**config.mk**
```make
export PLATFORM = sky130hd
export DESIGN_NAME = queue_ptr_manager
export DESIGN_NICKNAME = d
export VERILOG_FILES = /design/src/rtl/queue_ptr_manager.sv
export SDC_FILE = /design/constraint.sdc
export NUM_CORES = 1
export LEC_CHECK = 0
export BUFFER_PORTS_ARGS = -buffer_cell sky130_fd_sc_hd__buf_4
export CAP_MARGIN = 10
export CORE_ASPECT_RATIO = 1.5
export CORE_MARGIN = 4
export CORE_UTILIZATION = 56
export DETAILED_ROUTE_END_ITERATION = 8
export PLACE_DENSITY = 0.81
export SYNTH_ARGS = -nofsm -noshare
export SYNTH_HDL_FRONTEND = slang
export SYNTH_SLANG_ARGS = --single-unit
```
**constraint.sdc**
```tcl
create_clock -name clk -period 5.7 [get_ports clk]
set_input_delay 0.57 -clock clk [delete_from_list [all_inputs] [get_ports clk]]
set_output_delay 0.57 -clock clk [all_outputs]
set_load 0.03 [all_outputs]
```
**src/rtl/queue_ptr_manager.sv**
```systemverilog
// Head/tail tag manager for a multi-port circular queue or free list.
// Tags are {wrap flag, index}; counters track free and occupied entries.
module queue_ptr_manager #(
  parameter int ENTRY_COUNT  = 8,
  parameter int ENQ_WIDTH    = 2,
  parameter int DEQ_WIDTH    = 2,
  parameter bit INIT_IS_FULL = 1'b0,
  localparam int PTR_W = $clog2(ENTRY_COUNT),
  localparam int TAG_W = PTR_W + 1,
  localparam int CNT_W = $clog2(ENTRY_COUNT + 1)
) (
  input  logic                       clk,
  input  logic                       rst,
  input  logic [ENQ_WIDTH-1:0]       enq_fire_i,
  input  logic [DEQ_WIDTH-1:0]       deq_fire_i,
  input  logic                       flush_i,
  input  logic                       recover_i,
  input  logic [TAG_W-1:0]           recover_tail_i,
  output logic [DEQ_WIDTH*TAG_W-1:0] head_o,
  output logic [ENQ_WIDTH*TAG_W-1:0] tail_o,
  output logic [ENQ_WIDTH-1:0]       enq_rdy_o,
  output logic [DEQ_WIDTH-1:0]       deq_vld_o,
  output logic [CNT_W-1:0]           avail_cnt_o,
  output logic [CNT_W-1:0]           used_cnt_o,
  output logic                       err_o
);

  localparam logic [TAG_W-1:0] TAIL_RST  = INIT_IS_FULL ? {1'b1, {PTR_W{1'b0}}} : '0;
  localparam logic [CNT_W-1:0] FULL_CNT  = CNT_W'(ENTRY_COUNT);
  localparam logic [CNT_W-1:0] AVAIL_RST = INIT_IS_FULL ? '0 : FULL_CNT;

  logic [TAG_W-1:0] head_q, head_d, tail_q, tail_d;
  logic [CNT_W-1:0] avail_q, avail_d, used_q, used_d;
  logic             err_q, err_d;
  logic [CNT_W-1:0] enq_cnt, deq_cnt, enq_eff, deq_eff;
  logic             enq_ok, deq_ok, rec_ok;
  int               rec_dist;

  function automatic logic [TAG_W-1:0] ptr_add(input logic [TAG_W-1:0] tag,
                                               input logic [CNT_W-1:0] n);
    int   s;
    logic flag;
    s    = int'(tag[PTR_W-1:0]) + int'(n);
    flag = tag[PTR_W];
    if (s >= ENTRY_COUNT) begin
      s    = s - ENTRY_COUNT;
      flag = ~flag;
    end
    return {flag, PTR_W'(s)};
  endfunction

  // Negative result means the tail sits behind the head: never a valid span.
  function automatic int distance(input logic [TAG_W-1:0] h, input logic [TAG_W-1:0] t);
    if (h[PTR_W] == t[PTR_W]) return int'(t[PTR_W-1:0]) - int'(h[PTR_W-1:0]);
    return ENTRY_COUNT - int'(h[PTR_W-1:0]) + int'(t[PTR_W-1:0]);
  endfunction

  always_comb begin
    enq_cnt = '0;
    for (int i = 0; i < ENQ_WIDTH; i++) begin
      tail_o[i*TAG_W +: TAG_W] = ptr_add(tail_q, enq_cnt);
      enq_cnt = enq_cnt + CNT_W'(enq_fire_i[i]);
      enq_rdy_o[i] = int'(avail_q) > i;
    end
    deq_cnt = '0;
    for (int i = 0; i < DEQ_WIDTH; i++) begin
      head_o[i*TAG_W +: TAG_W] = ptr_add(head_q, deq_cnt);
      deq_cnt = deq_cnt + CNT_W'(deq_fire_i[i]);
      deq_vld_o[i] = int'(used_q) > i;
    end
  end

  always_comb begin
    // NOTE: every variable gets a default before any branch, so no path can infer a latch.
    head_d   = head_q;
    tail_d   = tail_q;
    avail_d  = avail_q;
    err_d    = err_q;
    enq_ok   = enq_cnt <= avail_q;
    deq_ok   = deq_cnt <= used_q;
    enq_eff  = enq_ok ? enq_cnt : '0;
    deq_eff  = deq_ok ? deq_cnt : '0;
    rec_dist = distance(head_q, recover_tail_i);
    rec_ok   = (int'(recover_tail_i[PTR_W-1:0]) < ENTRY_COUNT) &&
               (rec_dist >= 0) && (rec_dist <= int'(used_q));

    if (flush_i) begin
      tail_d  = INIT_IS_FULL ? {~head_q[PTR_W], head_q[PTR_W-1:0]} : head_q;
      avail_d = AVAIL_RST;
    end else if (recover_i) begin
      head_d = ptr_add(head_q, deq_eff);
      err_d  = err_q | ~deq_ok | ~rec_ok;
      if (rec_ok) begin
        tail_d  = recover_tail_i;
        avail_d = CNT_W'(ENTRY_COUNT - distance(head_d, recover_tail_i));
      end else begin
        avail_d = avail_q + deq_eff;
      end
    end else begin
      // Overflow and underflow are judged independently; no dequeue-to-enqueue bypass.
      head_d  = ptr_add(head_q, deq_eff);
      tail_d  = ptr_add(tail_q, enq_eff);
      avail_d = avail_q + deq_eff - enq_eff;
      err_d   = err_q | ~enq_ok | ~deq_ok;
    end
    used_d = FULL_CNT - avail_d;
  end

  // NOTE: sequential state uses non-blocking assignments so all registers update together.
  always_ff @(posedge clk) begin
    if (rst) begin
      head_q  <= '0;
      tail_q  <= TAIL_RST;
      avail_q <= AVAIL_RST;
      used_q  <= FULL_CNT - AVAIL_RST;
      err_q   <= 1'b0;
    end else begin
      head_q  <= head_d;
      tail_q  <= tail_d;
      avail_q <= avail_d;
      used_q  <= used_d;
      err_q   <= err_d;
    end
  end

  assign avail_cnt_o = avail_q;
  assign used_cnt_o  = used_q;
  assign err_o       = err_q;

endmodule
```
==> results of run 1 <==
==> metrics by stage <==
stage	util	std cells	total power, mW
6_report	0.690	315	0.951
5_1_grt	0.690	315	1.04
4_1_cts	0.690	315	0.957
3_5_place_dp	0.674	311	0.851
3_3_place_gp	0.674	311	0.843
2_1_floorplan	-	237	0.686
==> cells by family after synthesis <==
kind of cell / count (synthesis)
AOI/OAI and AO/OA: 49
buffers and inverters: 31
DFF: 16
muxes: 5
and+or+nand+nor: 76
adders and majority gates: 38
xor gates and xnor gates: 22
==> tightest hold or removal path, stage by stage (launching register included) <==
cell	delay, ns
dfxtp_1	0.33
a211oi_1	0.05
nor2_1	0.07
==> worst max-delay path by stage <==
| stage | to | slack (ns) | depth (start not counted) |
|---|---|---|---|
| after floorplan | used_cnt_o[3]$_SDFF_PP0_ | 1.25 | 18 |
| after global placement | used_cnt_o[3]$_SDFF_PP0_ | 0.94 | 19 |
| after detailed placement | used_cnt_o[3]$_SDFF_PP0_ | 0.83 | 20 |
| after CTS | used_cnt_o[3]$_SDFF_PP0_ | 1.02 | 20 |
| after global routing | used_cnt_o[3]$_SDFF_PP0_ | 0.63 | 19 |
| final | used_cnt_o[3]$_SDFF_PP0_ | 1.02 | 20 |
==> cell type report <==
cell class | count | area, sq um | area share
repair buffers | 40 | 300 | 0.129
clock buffers | 4 | 55.1 | 0.0236
multi-input cells | 190 | 1520 | 0.651
well taps | 42 | 52.6 | 0.0225
inverters | 23 | 86.3 | 0.0370
flip-flops and latches | 16 | 320 | 0.137
==> layer usage <==
metal  vias to the layer above  wire length (microns)  GRT usage
met1                       854                   1930      0.242
met5                         -                      0          0
li1                        897                      -          -
met4                         0                     79     0.0736
met3                         6                     95     0.0177
met2                        21                   2400      0.398
==> cells in the final DEF (no fill, tap or decap), types with 4 or more instances in the layout <==
cell type and count:
fa_1 5, nor2b_1 7, nor2_1 21, nand2b_1 5
inv_1 21, ha_1 33, and2_1 4, xor2_1 7
a21oi_1 13, o21ai_0 9, xnor2_1 14, clkbuf_8 4
nand2_1 20, dfxtp_1 16, buf_4 40, nand3_1 6
o211ai_1 4, mux2i_1 4
==> registers in the layout, indices dropped and copies added, names as in the netlist <==
name,flops
used_cnt_o,3
head_q,4
tail_q,4
err_o,1
avail_cnt_o,4
==> power by group through the flow <==
stage,Sequential [mW],Combinational (mW),Clock [mW]
2_1_floorplan,0.214,0.472,0
3_3_place_gp,0.177,0.666,0
3_5_place_dp,0.177,0.674,0
4_1_cts,0.175,0.680,0.101
5_1_grt,0.181,0.748,0.106
6_report,0.174,0.677,0.0996
==> reports/qor.csv, run 1 <==
stage,metric,value,unit
outcome,status,"complete, no violations",
timing,final setup margin,1.02,ns
route,drt drc,0,
cells_and_area,fin nets,324,
die,Initial Util,0.582,
cts,setup repair bufs after CTS,0,
min_path,hold path depth,2,
worst_setup_path,Critical Path Sink Type,flip-flop,
synthesis,synthesized cell area,1970,sq um
synthesis,sequential area share after synthesis,0.163,
global_routing,gr usage total,0.210,
global_routing,vias in the first global route,1728,
synthesis,largest family of logic cells by synthesized area,adder cells,
synthesis,Synth top cells by count,"ha_1, inv_1, nor2_1",
worst_setup_path,Crit Path Category,in -> reg,
route,drt pass-1 iters,4,
route,final wirelength,4510,microns
worst_setup_path,Worst setup SP type,input pin,
power_and_ir_drop,Pint,0.491,mW
synthesis,Synth Instances,237,
cts,CTS tree,done,
cts,Worst-path clk slew,0.07,ns
power_and_ir_drop,Net Sw Frac,0.484,
global_routing,first-pass GRT wire length,7700,microns
worst_setup_path,Buf/Inv on CP,1,
power_and_ir_drop,sequential share of power,0.183,
place,routability cong.,0.901,
worst_setup_path,crit path launch,deq_fire_i[0],
timing,f_max,213,MHz
synthesis,Synth area leader,ha_1,
timing,RSZ-0062 raised after global routing,no,
place,post-DP HPWL,3750,microns
cts,Num CTS Buffers,3,
die,chip width,56.4,microns
min_path,min-delay src,err_o$_SDFFE_PP0N_,
power_and_ir_drop,static leakage,1.11,nW
die,# rows,26,
min_path,HP Class,reg -> reg,
worst_setup_path,cell family with most CP delay,adder cells,
route,Wirelength per Cell,14.3,microns
synthesis,Synth Warn #,0,
route,Iter 0 DRT Violations,40,
synthesis,post-synthesis compound-gate area fraction,0.191,
synthesis,"count leader, synth",ha_1,
power_and_ir_drop,Switch Pwr,0.460,mW
synthesis,Most used DFF post-synth,dfxtp_1,
timing,min cycle time layout,4.68,ns
timing,Max Clock Skew,0.00757,ns
timing,Fin Hold WS,0.492,ns
place,buffers added on ports,40,
synthesis,"top cells by area, synth","ha_1, dfxtp_1, xnor2_1, fa_1, inv_1",
synthesis,simple-gate share of the synthesized area,0.191,
cells_and_area,fill cell count,301,
synthesis,mux cell area share after synthesis,0.0280,
worst_setup_path,"Slowest-stage cell, CP",ha_1,
worst_setup_path,CP max stage delay,0.33,ns
die,core area,3380,sq um
cts,Clock Tree Buf Depth,2,
route,via count,1778,
timing,setup violators final,0,
worst_setup_path,critical-path cell list,buf_4 -> ha_1 -> ha_1 -> and3b_1 -> and2_1 -> nor2_1 -> nand2_1 -> xnor2_1 -> ha_1 -> a31oi_1 -> xnor2_1 -> ha_1 -> xnor2_1 -> nor2_1 -> xnor2_1 -> xor2_1 -> xnor2_1 -> o211a_1 -> a311oi_2 -> mux2_4,
cts,Clock Sinks,16,
worst_setup_path,worst r2r src,used_cnt_o[1]$_SDFF_PP0_,
timing,max-slew violations,0,
cts,H-Tree Depth,1,
worst_setup_path,crit path DAT,4.82,ns
cts,clk_lat worst skew,0.25,ns
synthesis,Synth Area in XOR/XNOR,0.102,
worst_setup_path,reg2reg setup slack,1.29,ns
global_routing,largest net degree at the start of global routing,18,
place,dpl cell area,2280,sq um
die,die area,4550,sq um
worst_setup_path,R2R depth,19,
synthesis,"flops & latches, synth",16,
place,post-place setup slack,0.827,ns
route,"antenna viol nets, final",0,
min_path,Min-Delay Endpoint,err_o$_SDFFE_PP0N_,
timing,relative slew slack,0.605,
timing,Final Hold Viols,0,
worst_setup_path,Critical Path RT,5.83,ns
cells_and_area,Antenna Cells,0,
timing,Final TNS setup,0,ns
global_routing,grt total ovfl,0,
cells_and_area,fin area,2330,sq um
cells_and_area,area grow syn2layout,18.6,%
worst_setup_path,Max Fanout on Critical Path,5,
global_routing,initial antenna violation count,0,
synthesis,post-synthesis adder-cell area fraction,0.261,
timing,Worst-Margin Slew,0.585,ns
synthesis,post-synth cell types,48,
synthesis,Synth top area share,0.210,
power_and_ir_drop,Gate power share,0.712,
die,# IOs,41,
power_and_ir_drop,Worst VDD drop,0.000268,V
synthesis,asr flop ratio synth,0,
power_and_ir_drop,clock share of power,0.105,
synthesis,Synthesized Nets,287,
cts,Post-CTS Hold Buffers,0,
cts,post-CTS resize count,0,
run,maxcap violations,0,
die,die height,80.6,microns
cts,clk root buf,clkbuf_8,
synthesis,Post-synth EDFFs,0,
timing,final worst-path cycle share,0.822,
power_and_ir_drop,PwrDens,407,nW/um^2
worst_setup_path,Most common cell on crit path,xnor2_1,
synthesis,"Avg Cell Area, Syn",8.30,sq um
route,via density per instance,5.64,
worst_setup_path,r2r endpoint,used_cnt_o[3]$_SDFF_PP0_,
cells_and_area,share of cells above drive strength 1,0.212,
Note: power is estimated with default switching activity, not from simulation.
==> run 2, diff against run 1 <==
--- a/config.mk
+++ b/config.mk
@@ -9,9 +9,9 @@
 export CAP_MARGIN = 10
 export CORE_ASPECT_RATIO = 1.5
 export CORE_MARGIN = 4
-export CORE_UTILIZATION = 56
+export CORE_UTILIZATION = 50
 export DETAILED_ROUTE_END_ITERATION = 8
-export PLACE_DENSITY = 0.81
+export PLACE_DENSITY = 0.77
 export SYNTH_ARGS = -nofsm -noshare
 export SYNTH_HDL_FRONTEND = slang
 export SYNTH_SLANG_ARGS = --single-unit
==> constraint.sdc (replaced) <==
create_clock -name clk -period 3.8 [get_ports clk]
set_input_delay 0.38 -clock clk [delete_from_list [all_inputs] [get_ports clk]]
set_output_delay 0.38 -clock clk [all_outputs]
set_load 0.03 [all_outputs]
==> run 2 against run 1 <==
Sequential power rose by 51%; largest power group unchanged; sequential share of layout area fell by 1.6 points; register-to-register slack got worse by 1.3 ns; cell area is 14% higher; sequential cell count did not move; final cell count is 8.3% higher; core utilization increased by 2.0 points; first-iteration DRC count rose by 65%; combinational power increased by 82%; total power grew 72%; routed wire length increased by 13%.
==> reports/qor.csv, run 2 (same netlist as run 1, synthesis figures left out) <==
stage,metric,value,unit
run,maxcap violations,0,
power_and_ir_drop,Worst VDD drop,0.000485,V
cts,Clock Sinks,16,
global_routing,initial antenna violation count,0,
worst_setup_path,critical-path cell list,inv_4 -> ha_4 -> a2111oi_4 -> nor2_4 -> and2_4 -> ha_4 -> ha_4 -> a31oi_4 -> xnor2_2 -> ha_1 -> xnor2_2 -> nor2_1 -> xnor2_1 -> xor2_1 -> xnor2_1 -> o211a_1 -> a311oi_2 -> mux2_4,
worst_setup_path,CP max stage delay,0.42,ns
worst_setup_path,"Slowest-stage cell, CP",a2111oi_4,
cts,CTS tree,done,
worst_setup_path,Most common cell on crit path,ha_4,
cts,clk_lat worst skew,0.26,ns
worst_setup_path,Critical Path RT,3.95,ns
outcome,status,"complete, no violations",
cells_and_area,fill cell count,309,
die,die height,84.8,microns
die,core area,3750,sq um
die,# rows,27,
power_and_ir_drop,PwrDens,613,nW/um^2
route,final wirelength,5110,microns
timing,relative slew slack,0.695,
timing,final setup margin,0.00618,ns
global_routing,first-pass GRT wire length,8730,microns
cts,H-Tree Depth,1,
power_and_ir_drop,clock share of power,0.087,
global_routing,gr usage total,0.218,
cells_and_area,"commonest non-fill, non-tap cells in the layout","buf_4, ha_1, inv_1, nor2_1, nand2_1",
worst_setup_path,Max Fanout on Critical Path,3,
die,chip width,59.2,microns
timing,min cycle time layout,3.79,ns
cts,Worst-path clk slew,0.07,ns
global_routing,vias in the first global route,1959,
cells_and_area,area grow syn2layout,35.3,%
worst_setup_path,worst r2r src,used_cnt_o[1]$_SDFF_PP0_,
route,"antenna viol nets, final",0,
place,routability cong.,0.930,
worst_setup_path,crit path launch,used_cnt_o[1]$_SDFF_PP0_,
route,via count,1890,
place,post-place setup slack,-0.290,ns
cts,clk root buf,clkbuf_8,
worst_setup_path,crit path DAT,3.95,ns
die,# IOs,41,
route,Wirelength per Cell,15.0,microns
timing,max-slew violations,0,
place,dpl cell area,2540,sq um
global_routing,grt total ovfl,0,
power_and_ir_drop,static leakage,1.26,nW
timing,Worst-Margin Slew,0.453,ns
die,Initial Util,0.525,
power_and_ir_drop,Switch Pwr,0.771,mW
timing,Fin Hold WS,0.428,ns
route,drt drc,0,
min_path,min-delay src,rst,
worst_setup_path,cell family with most CP delay,compound AO/OA/AOI/OAI gates,
worst_setup_path,Worst setup SP type,flip-flop,
power_and_ir_drop,Net Sw Frac,0.472,
route,drt pass-1 iters,4,
place,post-DP HPWL,4190,microns
worst_setup_path,Crit Path Category,reg -> reg,
power_and_ir_drop,sequential share of power,0.160,
timing,Final Hold Viols,0,
timing,final worst-path cycle share,0.998,
worst_setup_path,Buf/Inv on CP,1,
cells_and_area,"most common cell after layout, fill and taps aside",buf_4,
cells_and_area,Final Util,0.710,
cells_and_area,Antenna Cells,0,
power_and_ir_drop,Pint,0.861,mW
power_and_ir_drop,Gate power share,0.752,
place,buffers added on ports,40,
timing,setup violators final,0,
worst_setup_path,Critical Path Sink Type,flip-flop,
timing,Max Clock Skew,0.00108,ns
cells_and_area,fin nets,349,
cts,Num CTS Buffers,3,
route,via density per instance,5.54,
cells_and_area,fin area,2660,sq um
timing,f_max,264,MHz
die,die area,5020,sq um
cts,Clock Tree Buf Depth,2,
min_path,HP Class,in -> reg,
route,Iter 0 DRT Violations,66,
cells_and_area,share of cells above drive strength 1,0.336,
global_routing,largest net degree at the start of global routing,18,
timing,RSZ-0062 raised after global routing,yes,
run 2: power groups by stage:
| stage | clock [mW] | sequential [mW] | combinational, mW |
|---|---|---|---|
| 6_report | 0.143 | 0.262 | 1.23 |
| 2_1_floorplan | 0 | 0.329 | 0.760 |
| 5_1_grt | 0.147 | 0.270 | 1.35 |
| 3_3_place_gp | 0 | 0.261 | 1.15 |
| 4_1_cts | 0.140 | 0.260 | 1.21 |
| 3_5_place_dp | 0 | 0.261 | 1.18 |
run 2: metal layers:
metal  vias to the layer above  track usage  share of wire
met5                         -            0              0
met4                         0       0.0907          0.023
met1                       897        0.261           0.40
met3                        15       0.0259          0.033
li1                        936            -              -
met2                        42        0.379           0.55
run 2: what timing repair did:
| action | CTS | global route |
|---|---|---|
| endpoints found under the setup margin | 1 | 4 |
| resized for setup | 6 | 4 |
| hold buffers | 0 | 0 |
| pin swaps | 9 | 14 |
| setup buffers | 3 | 1 |
| endpoints found under the hold margin | 0 | 0 |
run 2: stage by stage:
step | setup TNS [ns] | power (mW) | instances
global placement | -0.211 | 1.41 | 333
CTS | -0.0306 | 1.61 | 340
floorplan | -0.0661 | 1.09 | 237
global route | -0.183 | 1.77 | 341
finish | 0 | 1.63 | 341
detailed placement | -0.361 | 1.44 | 333
run 2: layout make-up:
class	instances	area (sq um)	area share
inverters	23	88.8	0.0333
well taps	43	53.8	0.0202
clock buffers	4	45.0	0.0169
flip-flops and latches	16	324	0.122
multi-input cells	190	1660	0.622
repair buffers	65	495	0.186
run 2: final timing paths:
kind                                   end  slack, ns  cells past startpoint
setup reg to reg  used_cnt_o[3]$_SDFF_PP0_      0.006                     18
setup / recovery  used_cnt_o[3]$_SDFF_PP0_      0.006                     18
hold reg to reg         err_o$_SDFFE_PP0N_       0.50                      2
hold / removal      head_q[2]$_SDFFE_PP0N_       0.43                      2
run 2: worst reg2reg max path, delay by kind of cell (launching register included):
kind / cells / cell delay, ns
AND/OR/NAND/NOR: 3 / 0.33
buffers and inverters: 1 / 0.04
AO/OA/AOI/OAI: 4 / 1.05
multiplexers: 1 / 0.32
XOR/XNOR: 5 / 0.70
adder cells (fa/ha/maj): 4 / 0.89
flip-flops: 1 / 0.36
